$ cat src/rtl/spi_word_bridge.sv
// SPI mode-0 target that turns serial frames into parallel words and back.
// All SPI inputs are resynchronised into clk; clk must run at least 8x sclk.
module spi_word_bridge #(
    parameter int WORD_SIZE     = 16,
    parameter int RX_VALID_HOLD = 4
) (
    input  logic                 clk,
    input  logic                 rst_n,
    input  logic                 spi_sclk,
    input  logic                 spi_cs_n,
    input  logic                 spi_mosi,
    output logic                 spi_miso,
    output logic [WORD_SIZE-1:0] rx_data,
    output logic                 rx_valid,
    input  logic [WORD_SIZE-1:0] tx_data,
    input  logic                 tx_valid,
    output logic                 tx_ready,
    output logic                 frame_err,
    output logic [1:0]           fsm_state
);

    localparam int CW = $clog2(WORD_SIZE) + 1;
    localparam int HW = (RX_VALID_HOLD > 0) ? $clog2(RX_VALID_HOLD + 1) : 1;
    localparam logic [CW-1:0] LAST_BIT = CW'(WORD_SIZE - 1);

    typedef enum logic [1:0] {
        IDLE  = 2'd0,
        ARMED = 2'd1,
        SHIFT = 2'd2
    } state_t;

    // tx handshake: a word moves into the holding buffer on any clk edge where
    // tx_valid && tx_ready; tx_ready is high exactly while the buffer is empty.

    state_t state_q, state_d;

    logic sclk_s1, sclk_s2, sclk_d;
    logic cs_s1, cs_s2;
    logic mosi_s1, mosi_s2;
    logic sclk_rise, sclk_fall;

    logic [CW-1:0]        bit_cnt;
    logic [WORD_SIZE-2:0] rx_shift;
    logic [WORD_SIZE-1:0] rx_next;
    logic [WORD_SIZE-1:0] tx_shift;
    logic [WORD_SIZE-1:0] hold_buf;
    logic                 hold_full;
    logic [HW-1:0]        hold_cnt;

    logic do_load, do_clear, do_rx_bit, do_done, do_tx_shift, err_d, capture;

    // cs_n synchronisers reset to "asserted" so a host already holding cs_n low
    // at reset release must deselect before the first frame is accepted.
    always_ff @(posedge clk) begin
        if (!rst_n) begin
            sclk_s1 <= 1'b0;
            sclk_s2 <= 1'b0;
            sclk_d  <= 1'b0;
            cs_s1   <= 1'b0;
            cs_s2   <= 1'b0;
            mosi_s1 <= 1'b0;
            mosi_s2 <= 1'b0;
        end else begin
            sclk_s1 <= spi_sclk;
            sclk_s2 <= sclk_s1;
            sclk_d  <= sclk_s2;
            cs_s1   <= spi_cs_n;
            cs_s2   <= cs_s1;
            mosi_s1 <= spi_mosi;
            mosi_s2 <= mosi_s1;
        end
    end

    assign sclk_rise = sclk_s2 & ~sclk_d;
    assign sclk_fall = ~sclk_s2 & sclk_d;
    assign rx_next   = {rx_shift, mosi_s2};

    always_ff @(posedge clk) begin
        if (!rst_n) begin
            state_q <= IDLE;
        end else begin
            state_q <= state_d;
        end
    end

    // The falling edge that follows the last bit is skipped (bit_cnt == 0), so
    // a word reloaded at frame completion keeps its MSB on miso for the next frame.
    always_comb begin
        state_d     = state_q;
        do_load     = 1'b0;
        do_clear    = 1'b0;
        do_rx_bit   = 1'b0;
        do_done     = 1'b0;
        do_tx_shift = 1'b0;
        err_d       = 1'b0;
        case (state_q)
            IDLE: begin
                if (cs_s2) begin
                    state_d = ARMED;
                end
            end
            ARMED: begin
                if (!cs_s2) begin
                    state_d  = SHIFT;
                    do_load  = 1'b1;
                    do_clear = 1'b1;
                end
            end
            SHIFT: begin
                if (cs_s2) begin
                    state_d = ARMED;
                    err_d   = (bit_cnt != '0);
                end else if (sclk_rise) begin
                    do_rx_bit = 1'b1;
                    if (bit_cnt == LAST_BIT) begin
                        do_done = 1'b1;
                        do_load = 1'b1;
                    end
                end else if (sclk_fall && (bit_cnt != '0)) begin
                    do_tx_shift = 1'b1;
                end
            end
            default: begin
                state_d = IDLE;
            end
        endcase
    end

    assign capture = tx_valid && !hold_full;

    always_ff @(posedge clk) begin
        if (!rst_n) begin
            bit_cnt   <= '0;
            rx_shift  <= '0;
            rx_data   <= '0;
            hold_cnt  <= '0;
            tx_shift  <= '0;
            hold_buf  <= '0;
            hold_full <= 1'b0;
            frame_err <= 1'b0;
        end else begin
            frame_err <= err_d;

            if (do_clear || do_done) begin
                bit_cnt <= '0;
            end else if (do_rx_bit) begin
                bit_cnt <= bit_cnt + CW'(1);
            end

            if (do_rx_bit) begin
                rx_shift <= rx_next[WORD_SIZE-2:0];
            end

            if (do_done) begin
                rx_data  <= rx_next;
                hold_cnt <= HW'(RX_VALID_HOLD);
            end else if (hold_cnt != '0) begin
                hold_cnt <= hold_cnt - HW'(1);
            end

            if (do_load) begin
                tx_shift <= hold_full ? hold_buf : '0;
            end else if (do_tx_shift) begin
                tx_shift <= {tx_shift[WORD_SIZE-2:0], 1'b0};
            end

            // A load and a capture never coincide on a full buffer, so the
            // loaded word is always the one held before this edge.
            if (capture) begin
                hold_buf  <= tx_data;
                hold_full <= 1'b1;
            end else if (do_load) begin
                hold_full <= 1'b0;
            end
        end
    end

    assign rx_valid  = (hold_cnt != '0);
    assign tx_ready  = ~hold_full;
    assign spi_miso  = (state_q == SHIFT) & tx_shift[WORD_SIZE-1];
    assign fsm_state = state_q;

endmodule
$ cat config.mk
export PLATFORM = sky130hd
export DESIGN_NAME = spi_word_bridge
export DESIGN_NICKNAME = d
export VERILOG_FILES = /design/src/rtl/spi_word_bridge.sv
export SDC_FILE = /design/constraint.sdc
export NUM_CORES = 1
export LEC_CHECK = 0
export CAP_MARGIN = 15
export CORE_ASPECT_RATIO = 1.1
export CORE_MARGIN = 2
export CORE_UTILIZATION = 45
export CTS_CLUSTER_DIAMETER = 60
export DETAILED_ROUTE_END_ITERATION = 8
export DONT_BUFFER_PORTS = 1
export GPL_ROUTABILITY_DRIVEN = 0
export GPL_TIMING_DRIVEN = 0
export MAX_ROUTING_LAYER = met4
export SETUP_SLACK_MARGIN = 0.1
export SLEW_MARGIN = 20
export SYNTH_ARGS = -nofsm -noshare
export SYNTH_HDL_FRONTEND = slang
export SYNTH_SLANG_ARGS = --single-unit
$ cat constraint.sdc
create_clock -name clk -period 6.15 [get_ports clk]
set_clock_uncertainty 0.2 [all_clocks]
set_input_delay 0.615 -clock clk [delete_from_list [all_inputs] [get_ports clk]]
set_output_delay 0.615 -clock clk [all_outputs]
set_load 0.05 [all_outputs]
==> results by group <==
Floorplan
  • Die height: 93.38 um
  • Row Count: 32
  • Full die area: 7961 sq um
  • Die width: 85.26 um
  • Starting Density: 0.4664
  • Core ar.: 7007 sq um
  • Ports: 44

Synth
  • #FFs+latches synth: 82
  • Post-synth EDFFs: 0
  • Syn nets: 424
  • Syn avg cell area: 8.358 sq um
  • Ys flop type: dfxtp_1
  • Cell accounting for the most synthesized area: dfxtp_1
  • Synthesized instance count: 391
  • Yosys Warn Count: 0
  • Yosys top cell area share: 0.5023
  • Synthesized area: 3268 sq um
  • Sequential share of the synthesized area: 0.5023
  • Top cells by area, synth: dfxtp_1 50%, nand2_1 15%, a21oi_1 10%
  • Count of different cell masters after synthesis: 36
  • Async S/R FF share, synth: 0

CTS
  • CTS tree: done
  • CTS Buf Count: 9
  • Reg clk slew, reported paths: 0.09 ns
  • CTS Hold Buffers Added: 0
  • Postcts setup bufs: 0
  • Clk sink count: 82
  • Clk_lat worst skew: 0.35 ns
  • H-tree levels: 3
  • CTS max path bufs: 2
  • Post_cts resized: 0
  • Clk Tree Root Cell: clkbuf_8

STA
  • Fin. Hold Viols: 0
  • WHS: 0.1897 ns
  • Setup violators final: 0
  • RSZ-0062 raised after global routing: no
  • Final setup TNS: 0 ns
  • Fmax achieved: 361.2 MHz
  • Final Slew Violations: 0
  • Tmin final: 2.769 ns
  • Slew of the pin with the lowest slew margin: 0.6218 ns
  • Crit share post-route: 0.4502
  • Worst slew margin: 0.5849

GRT
  • Antenna violations before repair: 0
  • GRT overflow: 0
  • Overall Global Routing Usage: 0.1763
  • Vias in the first global route: 2,300
  • Largest net degree at the start of global routing: 16
  • First-pass GRT wire length: 10,790 um

Finish
  • Layout cells sized above 1: 0.08845
  • Post-route insts no fill: 492
  • Fill cell instance count of the final layout: 688
  • Nets@finish: 435
  • Synth-to-layout area growth: 8.691%
  • Ant diodes: 0

Route
  • WL per Instance: 13.11 um
  • DRT antenna net count: 0
  • Via/cell ratio: 5.134
  • Number of remaining DRC errors: 0
  • Vias: 2,526
  • Total Routed Length: 6451 um
  • Initial DRC Count: 146
  • DR pass1 iterations: 5

Power and ir drop
  • Power, Total: 0.9976 mW
  • Pwr/cell area: 280.8 nW/um^2
  • P_leak: 1.270 nW
  • Peak supply drop: 0.2023 mV

Worst setup path
  • CP Capture Type: output port
  • Type of the worst setup path: flop to output port
  • Critical path startpoint category: flop
  • WP data required: 5.33 ns
  • Arrival @ worst endpoint: 1.95 ns
  • CP max FO: 7

Placement
  • IO Port Bufs: 0
  • Final HPWL from detailed placement: 4555 um
  • Placed cells: 476

Outcome
  • Status: complete, no violations

Flow run
  • Max-cap violations: 0

Min path
  • Hold WC Path Type: input port to flop
==> flip-flops by register name, summed over array words and instances, names as in the netlist <==
register	flops
mosi_s2	1
frame_err	1
rx_shift	15
hold_full	1
cs_s1	1
sclk_d	1
fsm_state	2
sclk_s2	1
sclk_s1	1
hold_cnt	3
rx_data	16
bit_cnt	5
cs_s2	1
mosi_s1	1
tx_shift	16
hold_buf	16
==> cells in the final DEF, fill, tap and decap left out, types with 2 or more instances in the layout <==
cell type / count
nor2b_1: 2
nand3_1: 3
inv_1: 12
buf_2: 8
inv_6: 2
clkinvlp_4: 3
ha_1: 11
nand2_1: 129
clkbuf_1: 12
a21oi_1: 68
xor2_1: 3
nand2b_1: 2
and4bb_2: 2
dfxtp_1: 82
mux2i_1: 2
a311oi_1: 13
buf_4: 2
a311oi_2: 2
clkbuf_8: 9
and2_1: 9
nor2_1: 11
==> worst paths after layout <==
| path | startpoint | end | slack (ns) | cells past startpoint |
|---|---|---|---|---|
| worst max register to register | fsm_state[0]$_SDFFE_PN0P_ | tx_shift[6]$_SDFFE_PN0P_ | 3.48 | 6 |
| worst min register to register | sclk_s1$_SDFF_PN0_ | sclk_s2$_SDFF_PN0_ | 0.24 | 1 |
| worst min-delay path | spi_cs_n | cs_s1$_SDFF_PN0_ | 0.19 | 1 |
| worst max-delay path | fsm_state[1]$_SDFFE_PN0P_ | spi_miso | 3.38 | 2 |
==> per-layer routing <==
metal,vias to the layer above,wire length (um),track usage
li1,1319,-,-
met2,60,3059,0.2897
met5,-,0,-
met1,1137,3001,0.2137
met4,0,108,0.06746
met3,10,281,0.03530
==> critical path, stage by stage, from the launching register on <==
cell and delay, ns:
dfxtp_1 0.72, ha_1 0.39, and2_1 0.50
==> through the flow <==
| step | worst slack, ns | area [sq um] | utilization |
|---|---|---|---|
| floorplan | 3.891 | 3268 | - |
| global placement | 3.534 | 3374 | 0.4816 |
| detailed placement | 3.504 | 3374 | 0.4816 |
| CTS | 3.350 | 3552 | 0.5070 |
| global route | 3.284 | 3552 | 0.5070 |
| finish | 3.381 | 3552 | 0.5070 |
==> logic make-up (layout without fill, tap and decap cells) <==
logic type / after synthesis / after routing / synth area share
xor gates and xnor gates: 4 / 4 / 0.01072
and+or+nand+nor: 167 / 167 / 0.2240
DFF: 82 / 82 / 0.5023
muxes: 2 / 2 / 0.006126
adders and majority gates: 11 / 11 / 0.04211
AOI/OAI and AO/OA: 88 / 88 / 0.1597
buffers and inverters: 37 / 53 / 0.05513
==> cell type report <==
cell class	instances	area, sq um	area share
Clock buffer	9	123.9	0.03487
Inverter	12	45.04	0.01268
Sequential cell	82	1642	0.4621
Buffer	25	135.1	0.03804
Clock inverter	7	53.80	0.01515
Multi-Input combinational cell	272	1446	0.4072
Tap cell	85	106.4	0.02994
==> where the power goes <==
part           total [mW]  internal (mW)  switching [mW]  leakage [nW]
Sequential          0.557          0.547          0.0104         0.665
Clock               0.349          0.149           0.200        0.0822
Combinational      0.0914         0.0282          0.0632         0.523
Total               0.998          0.724           0.274          1.27
==> synthesized netlist by cell type, drive strengths merged (2+ instances only) <==
library cell,instances
o21ai,2
inv,12
nor2,11
dfxtp,82
mux2i,2
nand3,3
a311oi,15
and4bb,2
xor2,3
clkbuf,12
and2,9
buf,13
nand2,130
a21oi,68
nand2b,2
ha,11
nor2b,2
Power figures use the tool's default switching activity.
